File: config.mk
export PLATFORM = sky130hd
export DESIGN_NAME = serial_tx_fifo
export DESIGN_NICKNAME = d
export VERILOG_FILES = /design/src/rtl/serial_tx_fifo.sv
export SDC_FILE = /design/constraint.sdc
export NUM_CORES = 1
export LEC_CHECK = 0
export CAP_MARGIN = 20
export CORE_UTILIZATION = 24
export CTS_CLUSTER_SIZE = 20
export DETAILED_ROUTE_END_ITERATION = 10
export GPL_TIMING_DRIVEN = 0
export PLACE_DENSITY = 0.47
export SLEW_MARGIN = 20
export SYNTH_ARGS = -nofsm -noshare
export SYNTH_HDL_FRONTEND = slang
export SYNTH_SLANG_ARGS = --single-unit
File: constraint.sdc
create_clock -name clk -period 7.78 [get_ports clk]
set_input_delay 1.945 -clock clk [delete_from_list [all_inputs] [get_ports clk]]
set_output_delay 1.945 -clock clk [all_outputs]
set_load 0.005 [all_outputs]
File: src/rtl/serial_tx_fifo.sv
// UART transmitter with a small byte FIFO in front of it.
// Frames are 8 data bits LSB first, with optional parity and one or two stop bits.
module serial_tx_fifo #(
    parameter int CLK_PER_BIT = 50,
    parameter int FIFO_DEPTH  = 4,
    parameter int PARITY      = 0,
    parameter int STOP_BITS   = 1
) (
    input  logic       clk,
    input  logic       rst_n,
    input  logic [7:0] data,
    input  logic       new_data,
    output logic       busy,
    input  logic       block,
    output logic       tx,
    output logic       overflow,
    output logic       idle
);

    localparam int AW = $clog2(FIFO_DEPTH);
    localparam int CW = AW + 1;
    localparam int KW = $clog2(CLK_PER_BIT);
    localparam logic [KW-1:0] K_LAST    = KW'(CLK_PER_BIT - 1);
    localparam logic [CW-1:0] FULL      = CW'(FIFO_DEPTH);
    localparam logic [2:0]    STOP_LAST = 3'(STOP_BITS - 1);

    typedef enum logic [2:0] {
        S_IDLE,
        S_START,
        S_DATA,
        S_PAR,
        S_STOP
    } state_e;

    state_e        state_q, state_d;
    logic [KW-1:0] cnt_q, cnt_d;
    logic [2:0]    bit_q, bit_d;
    logic [7:0]    sh_q, sh_d;
    logic          tx_q, tx_d;
    logic          ovf_q, ovf_d;
    logic [AW-1:0] wptr_q, wptr_d;
    logic [AW-1:0] rptr_q, rptr_d;
    logic [CW-1:0] count_q, count_d;
    logic [7:0]    mem_q [FIFO_DEPTH];
    logic [7:0]    mem_d [FIFO_DEPTH];

    logic wr;
    logic pop;
    logic bit_end;
    logic can_start;

    assign busy      = (count_q == FULL);
    assign idle      = (count_q == '0) && (state_q == S_IDLE);
    assign tx        = tx_q;
    assign overflow  = ovf_q;
    assign wr        = new_data && !busy;
    assign bit_end   = (cnt_q == K_LAST);
    assign can_start = (count_q != '0) && !block;

    always_comb begin
        state_d = state_q;
        cnt_d   = bit_end ? '0 : cnt_q + KW'(1);
        bit_d   = bit_q;
        sh_d    = sh_q;
        wptr_d  = wptr_q;
        rptr_d  = rptr_q;
        count_d = count_q;
        mem_d   = mem_q;
        ovf_d   = new_data && busy;
        pop     = 1'b0;
        tx_d    = 1'b1;

        unique case (state_q)
            S_IDLE: begin
                cnt_d = '0;
                pop   = can_start;
            end
            S_START: begin
                if (bit_end) begin
                    state_d = S_DATA;
                    bit_d   = '0;
                end
            end
            S_DATA: begin
                if (bit_end) begin
                    bit_d = bit_q + 3'd1;
                    if (bit_q == 3'd7) begin
                        state_d = (PARITY != 0) ? S_PAR : S_STOP;
                        bit_d   = '0;
                    end
                end
            end
            S_PAR: begin
                if (bit_end) begin
                    state_d = S_STOP;
                    bit_d   = '0;
                end
            end
            S_STOP: begin
                if (bit_end) begin
                    if (bit_q == STOP_LAST) begin
                        // back-to-back frames skip IDLE entirely
                        if (can_start) pop = 1'b1;
                        else state_d = S_IDLE;
                    end else begin
                        bit_d = bit_q + 3'd1;
                    end
                end
            end
            default: state_d = S_IDLE;
        endcase

        if (pop) begin
            state_d = S_START;
            cnt_d   = '0;
            bit_d   = '0;
            sh_d    = mem_q[rptr_q];
            rptr_d  = rptr_q + AW'(1);
        end

        if (wr) begin
            mem_d[wptr_q] = data;
            wptr_d        = wptr_q + AW'(1);
        end

        unique case ({wr, pop})
            2'b10:   count_d = count_q + CW'(1);
            2'b01:   count_d = count_q - CW'(1);
            default: count_d = count_q;
        endcase

        // tx is registered, so it follows the state being entered
        unique case (state_d)
            S_START: tx_d = 1'b0;
            S_DATA:  tx_d = sh_d[bit_d];
            S_PAR:   tx_d = (PARITY == 1) ? ~^sh_d : ^sh_d;
            default: tx_d = 1'b1;
        endcase
    end

    always_ff @(posedge clk or negedge rst_n) begin
        if (!rst_n) begin
            state_q <= S_IDLE;
            cnt_q   <= '0;
            bit_q   <= '0;
            sh_q    <= '0;
            tx_q    <= 1'b1;
            ovf_q   <= 1'b0;
            wptr_q  <= '0;
            rptr_q  <= '0;
            count_q <= '0;
        end else begin
            state_q <= state_d;
            cnt_q   <= cnt_d;
            bit_q   <= bit_d;
            sh_q    <= sh_d;
            tx_q    <= tx_d;
            ovf_q   <= ovf_d;
            wptr_q  <= wptr_d;
            rptr_q  <= rptr_d;
            count_q <= count_d;
        end
    end

    always_ff @(posedge clk) begin
        mem_q <= mem_d;
    end

endmodule

### Word-level counts from Yosys, hierarchy flattened

Cells that the tools add are included.

* add/sub/neg operators: 6
* magnitude comparators: 4
* equality and inequality tests: 12
* multiplexer cells: 34
* bitwise operators: 2
* reductions and logical operators: 14

Operators by type and width (number)
* 3-bit 2-to-1 mux: 14
* 32-bit bitwise mux: 1
* 8-bit 2-to-1 mux: 4
* 6-bit 2-to-1 mux: 3
* 8-bit binary-select mux with 2-bit select: 1
* 8-bit demux with 2-bit select: 1
* 3-bit one-hot mux with 5 select lines: 1
* 3-bit by 2-bit equality test with 1-bit output (second input constant): 4
* 3-bit equality test (second input constant): 3
* 3-bit logical NOT: 3
* 3-bit one-hot mux with 3 select lines: 1
* 8-bit XOR reduction: 1
* 3-bit by 1-bit adder with 3-bit output (second input constant): 2
* 6-bit by 1-bit adder with 6-bit output (second input constant): 1
* 3-bit by 1-bit equality test with 1-bit output (second input constant): 2
* 6-bit equality test (second input constant): 1
* 3-bit greater-or-equal comparator (second input constant): 2
* 2-bit NOT with 3-bit output: 2
* 3-bit one-hot mux with 2 select lines: 1
* 1-bit logical AND: 5
* 2-bit by 1-bit adder with 2-bit output (second input constant): 2
* 3-bit by 4-bit less-than comparator with 1-bit output (second input constant): 1
* 1-bit 2-to-1 mux: 4
* 1-bit binary-select mux with 3-bit select: 1
* other kinds (10): 11

* bits in registers: 61
* bits of input ports: 12
* output and inout port bits: 4

### Depth between registers and ports, before layout

Gate-level depths: netlist of the first run.

* depth in word-level cells: 10
* depth in mapped cells: 13
* depth with buffers taken out: 12

### Least setup slack after synthesis of the first run

No wires, ideal clock.

* kind: in2reg
* start point: in block
* end point: reg count_q[2]
* setup time: 0.079 ns
* data arrival time: 3.788 ns
* setup slack: 3.913 ns
* cell stages on the path: 12
* path buffers: 2
* cells stage by stage: nor3_1 -> and2_2 -> clkbuf_1 -> nand2_2 -> inv_1 -> buf_6 -> ha_1 -> inv_1 -> fa_1 -> xor2_1 -> nor2_1 -> xor2_1

* cells in the longest elaborated chain, start to end: 8
* elaborated cells on any way between the ends: 10

Ends and longest elaborated chain
* start, declared: line 14 `input logic block,`
* 1-bit logical NOT (*): line 58 `assign can_start = (count_q != '0) && !block;`
* 1-bit logical AND (*): line 58
* 1-bit 2-to-1 mux: line 103 `if (can_start) pop = 1'b1;`
* 1-bit 2-to-1 mux: line 101 `if (bit_q == STOP_LAST) begin`
* 1-bit 2-to-1 mux: line 100 `if (bit_end) begin`
* 1-bit one-hot mux with 2 select lines (*): line 73 `unique case (state_q)`
* 2-bit by 1-bit equality test with 1-bit output / 2-bit equality test (equally long branches): line 126 `unique case ({wr, pop})`
* 3-bit one-hot mux with 2 select lines / 2-bit nonzero test (equally long branches)
* end signal, assigned: line 161 `count_q <= count_d;`
* end, declared: line 43 `logic [CW-1:0] count_q, count_d;`

Mark *: on every way between the ends. The rest lies on a longest branch, timed or not.
A chain may end at the register's enable or synchronous reset.

### Worst setup path in the final report of the first run

Same ends and word-level chain as after synthesis.

==> impl_metrics.tcl, run 1 <==
set metrics [dict create \
    outcome "finished clean" \
    maxSlewHeadroom 0.551 \
    drive_gt1_frac 0.137 \
    crit_required_ps 8030 \
    grt_util_met3 0.0290 \
    numCtsBuffers 9 \
    synth_cell_types 61 \
    postCtsHoldBufs 0 \
    worst_pin_slew_ps 673 \
    syn_area_mm2 0.00308 \
    layout.nets 288 \
    cts_buffer_depth 2 \
    die_area_mm2 0.0133 \
    overflow 0 \
    dr.pass1.iters 4 \
    avgSynthCellArea_um2 12.9 \
    grt_max_degree 30 \
    top_level_ports 16 \
    post_cts.repair.setup_buffers 0 \
    place.gp.congestion 0.761 \
    power-per-cell-area_mw_per_mm2 247 \
    clock_skew_ps 9.22 \
    clock_sinks 61 \
    cap_viol_max_count 0 \
    htreeDepth 3 \
    vias_per_cell 4.28 \
    hold_viol 0 \
    die_h_um 115 \
    startpoint_type "input port" \
    hold_class "register to register" \
    crit_chain "clkdlybuf4s50_1 > nor3_1 > and2_2 > clkbuf_1 > nand2_2 > inv_1 > buf_6 > ha_1 > inv_1 > fa_1 > xor2_1 > nor2_1 > xor2_1" \
    ant_nets 0 \
    synth_enable_flop_cells 32 \
    cts_tree "done" \
    core-area_mm2 0.0126 \
    ir_drop_mv 0.124 \
    cp_max_fo 10 \
    top_usage_layer "met2" \
    utilization 0.298 \
    grt_pass1_wl_mm 10.2 \
    cp_slowest_cell "clkdlybuf4s50_1" \
    fmax_mhz 234 \
    antenna_found_initial 0 \
    ys_ff_latch 61 \
    max_stage_delay_ps 400 \
    hold_ws_ps 497 \
    layout_min_cycle_time_ps 4280 \
    ys_warn_count 0 \
    async_flop_share 0.475 \
    finalSetupViolCount 0 \
    ys.flop_type "edfxtp_1" \
    routed_wl_mm 5.90 \
    ctsResizeCount 0 \
    ys_seq_area_frac 0.548 \
    cts_root_buf "clkbuf_16" \
    fillers 1284 \
    grt_pass1_vias 2039 \
    grt_use_met2 0.163 \
    clkSlewWorstSetupHoldPaths_ps 50 \
    synth_top_area_cell "edfxtp_1" \
    rsz0062_at_grt "false" \
    total_power_mw 0.924 \
    synthesis.instances 239 \
    clkLatencyLatePin_ps 330 \
    via_count 1892 \
    drv_slew 0 \
    grt_usage 0.102 \
    period_share 0.550 \
    arrival_ps 4530 \
    final.setup.tns_ps 0 \
    synth_top_area_frac 0.312 \
    synth_fp_nets 262 \
    regArea_mm2 0.00169 \
    start_util 0.245 \
    drc_errors 0 \
    path_class "input port to register" \
    dieWidth_um 115 \
    routedWlPerCell_um 13.3 \
    end_kind "register" \
    met1_usage 0.127 \
    port_buffers 15 \
    multiInputGateArea_mm2 0.00125 \
    netlist_top_cells_area "edfxtp_1, dfrtp_1, mux4_1" \
    antennaDiodeCount 0 \
    dp_hpwl_mm 4.21 \
    dr.first_iter.drc_count 61 \
    syn2layout_area_growth_pct 21.6 \
    rows 41 \
    leakage_nw 1.48 \
]
worst max-delay path: cells and delay by family:
kind	cells	cell delay, ps
xor gates and xnor gates	2	290
adders and majority gates	2	550
buffers and inverters	5	1060
and+or+nand+nor	4	680
through the flow:
stage	area, um2	setup WS [ps]	instances
floorplan	3080	3910	239
finish	3740	3500	442
global route	3740	3300	442
global placement	3440	3160	426
CTS	3740	3500	442
detailed placement	3440	3170	426
final cells by class:
class,count,share of cell area
tap,172,0.0575
inverter,15,0.0150
multi-input combinational,153,0.335
timing repair buffer,15,0.0388
buffer,10,0.0221
clock buffer,9,0.0602
sequential,61,0.451
clock inverter,7,0.0211
report_power, final:
group / internal, mW / leakage (nW) / switching (mW)
Sequential: 0.392 / 0.650 / 0.0180
Combinational: 0.0463 / 0.676 / 0.0635
Clock: 0.252 / 0.151 / 0.152
cells in the mapped netlist, drive strengths merged, types with 4 or more instances:
library cell  number
nand2             18
and3               7
clkbuf             4
xnor2             10
ha                10
and2               4
xor2               8
inv               15
nor3               4
buf                6
o21ai              9
nor2              12
mux4               8
a21oi              6
dfrtp             28
nand3              4
edfxtp            32
state kept, by name (all words and copies together) (netlist names):
signal	flops
tx	1
mem_q	32
cnt_q	6
count_q	3
wptr_q	2
bit_q	3
sh_q	8
state_q	3
rptr_q	2
overflow	1
layout by cell type (no fill, tap or decap), types with 8 or more instances in the layout:
| cell type | Yosys | routed |
|---|---|---|
| edfxtp_1 | 32 | 32 |
| dfrtp_1 | 28 | 28 |
| nand2_1 | 17 | 17 |
| inv_1 | 15 | 15 |
| clkdlybuf4s50_1 | 0 | 14 |
| nor2_1 | 12 | 12 |
| xnor2_1 | 10 | 10 |
| ha_1 | 10 | 10 |
| o21ai_0 | 9 | 9 |
| clkbuf_16 | 0 | 9 |
| xor2_1 | 8 | 8 |
kinds of logic (layout without fill, tap and decap cells):
logic type / after synthesis / in the layout / synth area share
mux: 12 / 12 / 0.0813
xor+xnor: 18 / 18 / 0.0512
fa+ha+maj: 11 / 11 / 0.0471
buf+inv: 25 / 56 / 0.0451
compound gates: 45 / 45 / 0.111
flops: 61 / 61 / 0.548
simple gates: 67 / 67 / 0.117
layer usage:
layer,wire length (um),part of all wire
met4,136,0.023
met5,0,0
met1,2850,0.48
met2,2750,0.47
met3,157,0.027
final timing paths:
path | from | end | slack, ps | cells past startpoint
setup / recovery | block | count_q[2] | 3500 | 13
hold / removal | cnt_q[0] | cnt_q[0] | 500 | 1
setup reg to reg | cnt_q[1] | count_q[2] | 5030 | 13
hold reg to reg | cnt_q[0] | cnt_q[0] | 500 | 1
max in group asynchronous | rst_n | state_q[0] | 5680 | 1
min in group asynchronous | rst_n | cnt_q[2] | 1660 | 1
Power figures use the tool's default switching activity.
==> run 2, diff against run 1 <==
clock period = 4 ns   (was 7.78 ns; I/O delays follow)
==> results of run 2 <==
The final DEF is identical to that of run 1. Status: finished clean.
Among the figures that moved: setup slack after placement 3170 ps -> 331 ps; setup slack after layout 3500 ps -> 666 ps; register-to-register setup slack 5030 ps -> 1250 ps; total power 0.924 mW -> 1.80 mW; worst IR drop on VDD 0.124 mV -> 0.241 mV
==> run 3, diff against run 2 <==
clock period = 3.2 ns   (was 4 ns; I/O delays follow)
==> run 3 against run 2 <==
Effect of this change:
- first-iteration DRC count down 9.8%
- combinational power up 25%
- sequential power up 25%
- sequential share of layout area about the same
- register-to-register slack worse by 790 ps
- critical path type unchanged
- highest routed layer unchanged
==> impl_metrics.tcl, run 3 (synthesis results as in run 1) <==
set metrics [dict create \
    outcome "finished clean" \
    maxSlewHeadroom 0.552 \
    clkPwrFrac 0.437 \
    dieWidth_um 115 \
    layout.nets 287 \
    path_delay_family "simple AND/OR/NAND/NOR gates" \
    fmax_mhz 347 \
    vias_per_cell 4.32 \
    overflow 0 \
    reg_top3 "mem_q (32), sh_q (8), cnt_q (6)" \
    hold_ws_ps 497 \
    via_count 1904 \
    routedWlPerCell_um 13.3 \
    crit_chain "clkdlybuf4s50_1 > nor3_1 > and2_2 > nand2_2 > inv_1 > buf_6 > ha_1 > inv_1 > fa_1 > xor2_1 > nor2_1 > xor2_1" \
    rsz0062_at_grt "false" \
    regArea_mm2 0.00169 \
    core-area_mm2 0.0126 \
    numCtsBuffers 9 \
    period_share 0.902 \
    top_level_ports 16 \
    htreeDepth 3 \
    grt_pass1_wl_mm 10.2 \
    cts_root_buf "clkbuf_16" \
    power_frac_seq 0.444 \
    cp_max_fo 10 \
    max_stage_delay_ps 400 \
    drv_slew 0 \
    dr.first_iter.drc_count 55 \
    worst_pin_slew_ps 672 \
    antenna_found_initial 0 \
    cp_slowest_cell "clkdlybuf4s50_1" \
    die_h_um 115 \
    ir_drop_mv 0.302 \
    routed_wl_mm 5.88 \
    rows 41 \
    grt_max_degree 30 \
    final_cell_mix "edfxtp_1, dfrtp_1, nand2_1" \
    syn2layout_area_growth_pct 21.5 \
    clkLatencyLatePin_ps 330 \
    fillers 1286 \
    port_buffers 15 \
    swShare 0.253 \
    startpoint_type "input port" \
    post_cts.repair.setup_buffers 0 \
    crit_required_ps 3450 \
    leakage_nw 1.48 \
    drive_gt1_frac 0.138 \
    path_class "input port to register" \
    clock_sinks 61 \
    end_kind "register" \
    place.gp.congestion 0.761 \
    hold_viol 0 \
    antennaDiodeCount 0 \
    comb_power_share 0.119 \
    power-per-cell-area_mw_per_mm2 601 \
    instances_no_fill 441 \
    path_buf_inv 4 \
    dp.cells 426 \
    power.switching_mw 0.567 \
    ant_nets 0 \
    grt_pass1_vias 2039 \
    start_util 0.245 \
    internal_power_mw 1.68 \
    dp_hpwl_mm 4.21 \
    largest_register_ffs 32 \
    clkSlewWorstSetupHoldPaths_ps 50 \
    multiInputGateArea_mm2 0.00125 \
    postCtsHoldBufs 0 \
    mostFrequentLayoutCell "edfxtp_1" \
    arrival_ps 3140 \
    cts_buffer_depth 2 \
    grt_usage 0.102 \
    cap_viol_max_count 0 \
    die_area_mm2 0.0133 \
    layout_min_cycle_time_ps 2890 \
    clock_skew_ps 9.13 \
    ctsResizeCount 0 \
    largest-register "mem_q" \
    hold_class "register to register" \
    drc_errors 0 \
    dr.pass1.iters 4 \
    finalSetupViolCount 0 \
    cts_tree "done" \
]
[run 3: changes by cell type in the layout (fill, tap and decap cells not counted)]
cell | before | now
clkbuf_1 | 2 | 1
[run 3: path summary, 6_finish.rpt]
path	cells after the start	slack (ps)	endpoint	startpoint
max	12	310	count_q[2]	block
min	1	500	cnt_q[0]	cnt_q[0]
max reg2reg	13	460	count_q[2]	cnt_q[1]
min reg2reg	1	500	cnt_q[0]	cnt_q[0]
max in group asynchronous	1	2250	state_q[0]	rst_n
min in group asynchronous	1	510	cnt_q[2]	rst_n
[run 3: cell type report]
type | count | share of cell area
Buffer | 9 | 0.0211
Clock buffer | 9 | 0.0602
Clock inverter | 7 | 0.0211
Inverter | 15 | 0.0151
Multi-Input combinational cell | 153 | 0.335
Sequential cell | 61 | 0.451
Tap cell | 172 | 0.0575
Timing Repair Buffer | 15 | 0.0388
[run 3: worst reg2reg max path: cells and delay by family, from the launching register on]
kind	cells	cell delay [ps]
XOR/XNOR	2	290
AO/OA/AOI/OAI	1	480
adder cells (fa/ha/maj)	3	710
buffers and inverters	4	390
AND/OR/NAND/NOR	3	410
flip-flops	1	400
[run 3: metrics by stage]
step	utilization	area [um2]	setup TNS, ps	setup WS (ps)	total power [mW]
after CTS	0.298	3740	0	66.1	2.29
after floorplan	-	3080	0	478	1.18
after global routing	0.298	3740	0	114	2.36
final	0.298	3740	0	314	2.25
after detailed placement	0.274	3440	-478	-269	1.29
after global placement	0.274	3440	-511	-273	1.28
[run 3: metal layers]
metal	wire, um	global-route usage	vias to the layer above	part of all wire
met1	2830	0.127	922	0.48
met4	136	0.0485	0	0.023
met2	2750	0.163	31	0.47
li1	-	-	938	-
met5	0	0	-	0
met3	166	0.0290	13	0.028
[run 3: power by group through the flow]
stage	Clock, mW	Sequential [mW]	Combinational, mW
after detailed placement	0	1.01	0.279
after CTS	1.01	0.999	0.279
after floorplan	0	0.999	0.183
final	0.982	0.997	0.267
after global placement	0	1.01	0.274
after global routing	1.04	1.01	0.307
